`config.mk`:
```
export PLATFORM = sky130hd
export DESIGN_NAME = pipeline_hazard_ctrl
export DESIGN_NICKNAME = d
export VERILOG_FILES = /design/src/rtl/hazard_pkg.sv /design/src/rtl/load_use_detect.sv /design/src/rtl/pipeline_hazard_ctrl.sv
export SDC_FILE = /design/constraint.sdc
export NUM_CORES = 1
export LEC_CHECK = 0
export BUFFER_PORTS_ARGS = -buffer_cell sky130_fd_sc_hd__buf_2
export CORE_MARGIN = 10
export CORE_UTILIZATION = 50
export DETAILED_ROUTE_END_ITERATION = 8
export GPL_TIMING_DRIVEN = 0
export PLACE_DENSITY = 0.8
export SYNTH_ARGS = -nofsm -noshare
export SYNTH_HDL_FRONTEND = slang
export SYNTH_SLANG_ARGS = --single-unit
```
`constraint.sdc`:
```
create_clock -name clk -period 2.8 [get_ports clk]
set_input_delay 0.56 -clock clk [delete_from_list [all_inputs] [get_ports clk]]
set_output_delay 0.56 -clock clk [all_outputs]
set_load 0.005 [all_outputs]
```
`src/rtl/hazard_pkg.sv`:
```
// Shared types and constants for the pipeline hazard controller.
package hazard_pkg;

  typedef enum logic [1:0] {
    RUN      = 2'd0,
    MD_WAIT  = 2'd1,
    MEM_WAIT = 2'd2
  } hz_state_e;

  typedef enum logic [1:0] {
    NONE     = 2'd0,
    LOAD_USE = 2'd1,
    MULDIV   = 2'd2,
    MEM      = 2'd3
  } stall_cause_e;

  localparam logic [4:0] REG_ZERO = 5'd0;

endpackage

```
`src/rtl/load_use_detect.sv`:
```
// Combinational comparator: does the ID instruction read the register a load in EX is writing?
module load_use_detect
  import hazard_pkg::*;
(
  input  logic [4:0] id_rs1_addr,
  input  logic [4:0] id_rs2_addr,
  input  logic       id_use_rs1,
  input  logic       id_use_rs2,
  input  logic       ex_load,
  input  logic [4:0] ex_rd_addr,
  output logic       hit
);

  logic rs1_match;
  logic rs2_match;

  assign rs1_match = id_use_rs1 && (id_rs1_addr == ex_rd_addr);
  assign rs2_match = id_use_rs2 && (id_rs2_addr == ex_rd_addr);

  // x0 is hardwired to zero, so a load targeting it never creates a dependency.
  assign hit = ex_load && (ex_rd_addr != REG_ZERO) && (rs1_match || rs2_match);

endmodule

```
`src/rtl/pipeline_hazard_ctrl.sv`:
```
// Stall/flush sequencer for the 5-stage pipeline: priority encoder, wait-state FSM and stall counter.
module pipeline_hazard_ctrl
  import hazard_pkg::*;
#(
  parameter int CNT_W = 32
) (
  input  logic             clk,
  input  logic             rst_n,
  input  logic [4:0]       id_rs1_addr,
  input  logic [4:0]       id_rs2_addr,
  input  logic             id_use_rs1,
  input  logic             id_use_rs2,
  input  logic             ex_load,
  input  logic [4:0]       ex_rd_addr,
  input  logic             ex_redirect,
  input  logic             ex_md_start,
  input  logic             md_done,
  input  logic             mem_req,
  input  logic             mem_ready,
  output logic             stall_if,
  output logic             stall_id,
  output logic             stall_ex,
  output logic             stall_mem,
  output logic             flush_id,
  output logic             flush_ex,
  output logic             flush_wb,
  output logic [1:0]       stall_cause,
  output logic [CNT_W-1:0] stall_cycles
);

  localparam logic [CNT_W-1:0] CNT_ONE = CNT_W'(1);

  hz_state_e    state, state_next;
  logic         md_pend, md_pend_next;
  logic         lu_hit;
  logic         mem_wait;
  logic         run_eval;
  logic         s_if, s_id, s_ex, s_mem;
  logic         f_id, f_ex, f_wb;
  stall_cause_e cause;

  load_use_detect u_load_use_detect (
    .id_rs1_addr (id_rs1_addr),
    .id_rs2_addr (id_rs2_addr),
    .id_use_rs1  (id_use_rs1),
    .id_use_rs2  (id_use_rs2),
    .ex_load     (ex_load),
    .ex_rd_addr  (ex_rd_addr),
    .hit         (lu_hit)
  );

  assign mem_wait = (mem_req && !mem_ready) || ((state == MEM_WAIT) && !mem_ready);
  // The mem-wait release cycle re-evaluates the held EX instruction as if in RUN,
  // unless a MUL/DIV op is still outstanding underneath it.
  assign run_eval = (state == RUN) || ((state == MEM_WAIT) && !md_pend);

  always_ff @(posedge clk or negedge rst_n) begin
    if (!rst_n) begin
      state        <= RUN;
      md_pend      <= 1'b0;
      stall_cycles <= '0;
    end else begin
      state   <= state_next;
      md_pend <= md_pend_next;
      if (stall_if) stall_cycles <= stall_cycles + CNT_ONE;
    end
  end

  always_comb begin
    state_next   = RUN;
    md_pend_next = 1'b0;
    s_if         = 1'b0;
    s_id         = 1'b0;
    s_ex         = 1'b0;
    s_mem        = 1'b0;
    f_id         = 1'b0;
    f_ex         = 1'b0;
    f_wb         = 1'b0;
    cause        = NONE;
    if (mem_wait) begin
      {s_if, s_id, s_ex, s_mem, f_wb} = 5'b11111;
      cause        = MEM;
      state_next   = MEM_WAIT;
      md_pend_next = ((state == MD_WAIT) || md_pend) && !md_done;
    end else if ((state == MEM_WAIT) && md_pend) begin
      state_next = md_done ? RUN : MD_WAIT;
    end else if (((state == MD_WAIT) && !md_done) || (run_eval && ex_md_start && !md_done)) begin
      {s_if, s_id, s_ex} = 3'b111;
      cause      = MULDIV;
      state_next = MD_WAIT;
    end else if (run_eval && ex_redirect) begin
      // Wrong-path ID instruction is squashed, so load-use is deliberately not considered.
      f_id = 1'b1;
      f_ex = 1'b1;
    end else if (run_eval && lu_hit) begin
      s_if  = 1'b1;
      s_id  = 1'b1;
      f_ex  = 1'b1;
      cause = LOAD_USE;
    end
  end

  // Outputs are forced quiet for as long as reset is held, independent of inputs.
  assign stall_if    = rst_n && s_if;
  assign stall_id    = rst_n && s_id;
  assign stall_ex    = rst_n && s_ex;
  assign stall_mem   = rst_n && s_mem;
  assign flush_id    = rst_n && f_id;
  assign flush_ex    = rst_n && f_ex;
  assign flush_wb    = rst_n && f_wb;
  assign stall_cause = rst_n ? cause : NONE;

endmodule

```
==> impl_metrics.toml <==
[timing]
max_freq_mhz = 375
relSlewSlack = 0.493
rsz0062_at_grt = "false"
clock_skew_ns = 0.00670
postLayoutSetupSlackWorst_ns = 0.135
maxSlewViolCount = 0
worst_slew_pin_slew_ns = 0.760
setup_viol = 0
fin_crit_sh = 0.952
fin_crit_ns = 2.66
hold_violations = 0

[global_routing]
grt_overflow_total = 0
grt_pass1_vias = 1614
grt_max_degree = 37
grt_pass1_wl_um = 7310
antenna_found_initial = 0
grtUsageTotal = 0.137

[layout]
syn2layout_area_growth_pct = 24.7
stdcell_area_um2 = 2400
fin_nets = 286
antennaDiodeCount = 0
fin_util = 0.650
stdcell_count = 309
layout-drive-gt1-share = 0.341

[critical_path]
cp-start-kind = "input pin"
crit_type = "in2out"
crit_arrival_ns = 2.10
slowest_stage = "or4_1"
max_stage_delay_ns = 0.54
cp.required_ns = 2.24
end_kind = "primary output"
cp_cell_sequence = "buf_2, or4_1, o21ai_2, nor2_1, a21boi_4, nand2b_2, inv_1, buf_4, buf_2"
critPathMostFrequentCell = "buf_2"
cp_max_fo = 3
reg2reg_depth = 8

[placement]
hpwl_um = 3400
place_ws_ns = -0.0957
postPlaceCellArea_um2 = 2310
dp_cells = 300
port_buffers = 65
gp_congestion = 0.831

[floorplanning]
die_w_um = 82.0
die-area_um2 = 6720
pin_count = 66
rows = 22
start_util = 0.521
coreArea_um2 = 3690
die_height_um = 82.0

[synth]
synthArstFlopShare = 1.00
synth_seq_area_share = 0.456
synth_area_um2 = 1920
syn-num-nets = 213
synth_edf_count = 0
syn_area_per_cell_um2 = 10.3
yosys_register_bits = 35
syn_inst = 187
ys.flop_type = "dfrtp_1"
yosysUniqueCellTypes = 43
yosys_warnings = 0

[cts]
cts_sinks = 35
clk_pin_slew_ns = 0.06
cts_hold_buffers = 0
cts_tree = "yes"
cts-resized-gates = 0
cts_buffers = 5
postCtsSetupRepairBufs = 1
cts_root_buf = "clkbuf_8"
cts_max_path_buffers = 2
cts_max_level = 2
clk_latency_ns = 0.29

[drt]
first_iter_violations = 44
via_per_inst = 5.06
vias = 1563
postRouteAntennaNets = 0
wirelength_um = 4360
drc = 0
wl_per_cell_um = 14.1
first_pass_iters = 4

[job]
drv_cap = 0

[pwr]
p_int_mw = 0.857
vdd_drop_max_mv = 0.408
finalPower_mw = 1.22
pwr-share-seq = 0.508
power_frac_clock = 0.286
power.density_nw_per_um2 = 508
p_comb_frac = 0.206
switching_power_mw = 0.360
p_leak_nw = 1.29
swShare = 0.296

[worst_hold_path]
worstHoldPathType = "in2async"

[outcome]
outcome = "completed"
cell usage in the layout, fill, tap and decap left out, types with 2 or more instances in the layout:
cell      count
xor2_1       22
buf_4         4
xnor2_1      19
nand3_1       8
dfrtp_1      35
inv_1         9
nor4_1        6
a21oi_1       2
nor2b_1       5
nor4b_1       2
nand4_1       3
buf_2        66
nor2_1       12
nand2_1      14
clkbuf_8      5
nor3_1       13
buf_6         2
clkbuf_1      4
and3_1        2
nand2b_1      3
cells by family (layout without fill, tap and decap cells):
| logic type | count (synthesis) | count (layout) | share of synthesized area |
|---|---|---|---|
| AND/OR/NAND/NOR | 80 | 80 | 0.242 |
| flip-flops | 35 | 35 | 0.456 |
| XOR/XNOR | 41 | 41 | 0.187 |
| AO/OA/AOI/OAI | 12 | 12 | 0.0560 |
| adder cells (fa/ha/maj) | 1 | 1 | 0.00651 |
| buffers and inverters | 17 | 91 | 0.0475 |
| multiplexers | 1 | 1 | 0.00586 |
sequential cells by signal (all words and copies together) (netlist names):
name,cells
stall_cycles,32
state,2
md_pend,1
power by group through the flow:
stage,Combinational [mW],Clock (mW),Sequential [mW]
after floorplan,0.134,0,0.626
after global placement,0.249,0,0.625
after detailed placement,0.256,0,0.627
after CTS,0.259,0.358,0.617
after global routing,0.285,0.389,0.627
final,0.251,0.348,0.618
cells in the mapped netlist (2+ instances only):
library cell  count  area [µm²]
inv_1             9        33.8
a21oi_1           2        10.0
and3_1            2        12.5
xnor2_1          19         166
nor4_1            6        37.5
nor4b_1           2        17.5
buf_6             2        22.5
buf_4             3        22.5
dfrtp_1          35         876
xor2_1           22         193
nor3_1           13        65.1
nand2b_1          3        18.8
nand4_1           3        18.8
nor2_1           12        45.0
nand3_1           8        40.0
clkbuf_1          2        7.51
nor2b_1           5        31.3
nand2_1          14        52.6
critical path: cells and delay by family:
kind                   cells  cell delay, ns
AND/OR/NAND/NOR            3            0.80
buffers and inverters      4            0.42
AO/OA/AOI/OAI              2            0.32
per-layer routing:
metal | up-vias | track usage | wire [µm]
met5 | - | 0 | 0
li1 | 776 | - | -
met4 | 0 | 0.0459 | 50
met3 | 7 | 0.0644 | 551
met2 | 59 | 0.215 | 1880
met1 | 721 | 0.164 | 1880
area by class of cell:
cell class	instances	area [µm²]
clock buffers	7	76.3
multi-input cells	135	955
flip-flops and latches	35	876
repair buffers	66	333
inverters	9	33.8
well taps	48	60.1
clock inverters	1	5.00
fillers	315	1290
plain buffers	8	57.6
stage by stage:
stage	hold slack [ns]	setup TNS, ns
floorplan	0.264	0
global placement	0.455	-0.295
detailed placement	0.459	-0.299
CTS	0.359	0
global route	0.387	0
finish	0.341	0
path summary, 6_finish.rpt:
kind                                   from               end  slack [ns]
max                           ex_rd_addr[1]          stall_if        0.14
min in group clk                    md_done          state[0]        0.44
min reg2reg                stall_cycles[31]  stall_cycles[31]        0.47
min                                   rst_n  stall_cycles[14]        0.34
max reg2reg                        state[0]  stall_cycles[30]        0.79
max in group asynchronous             rst_n  stall_cycles[13]        1.97
Note: power is estimated with default switching activity, not from simulation.
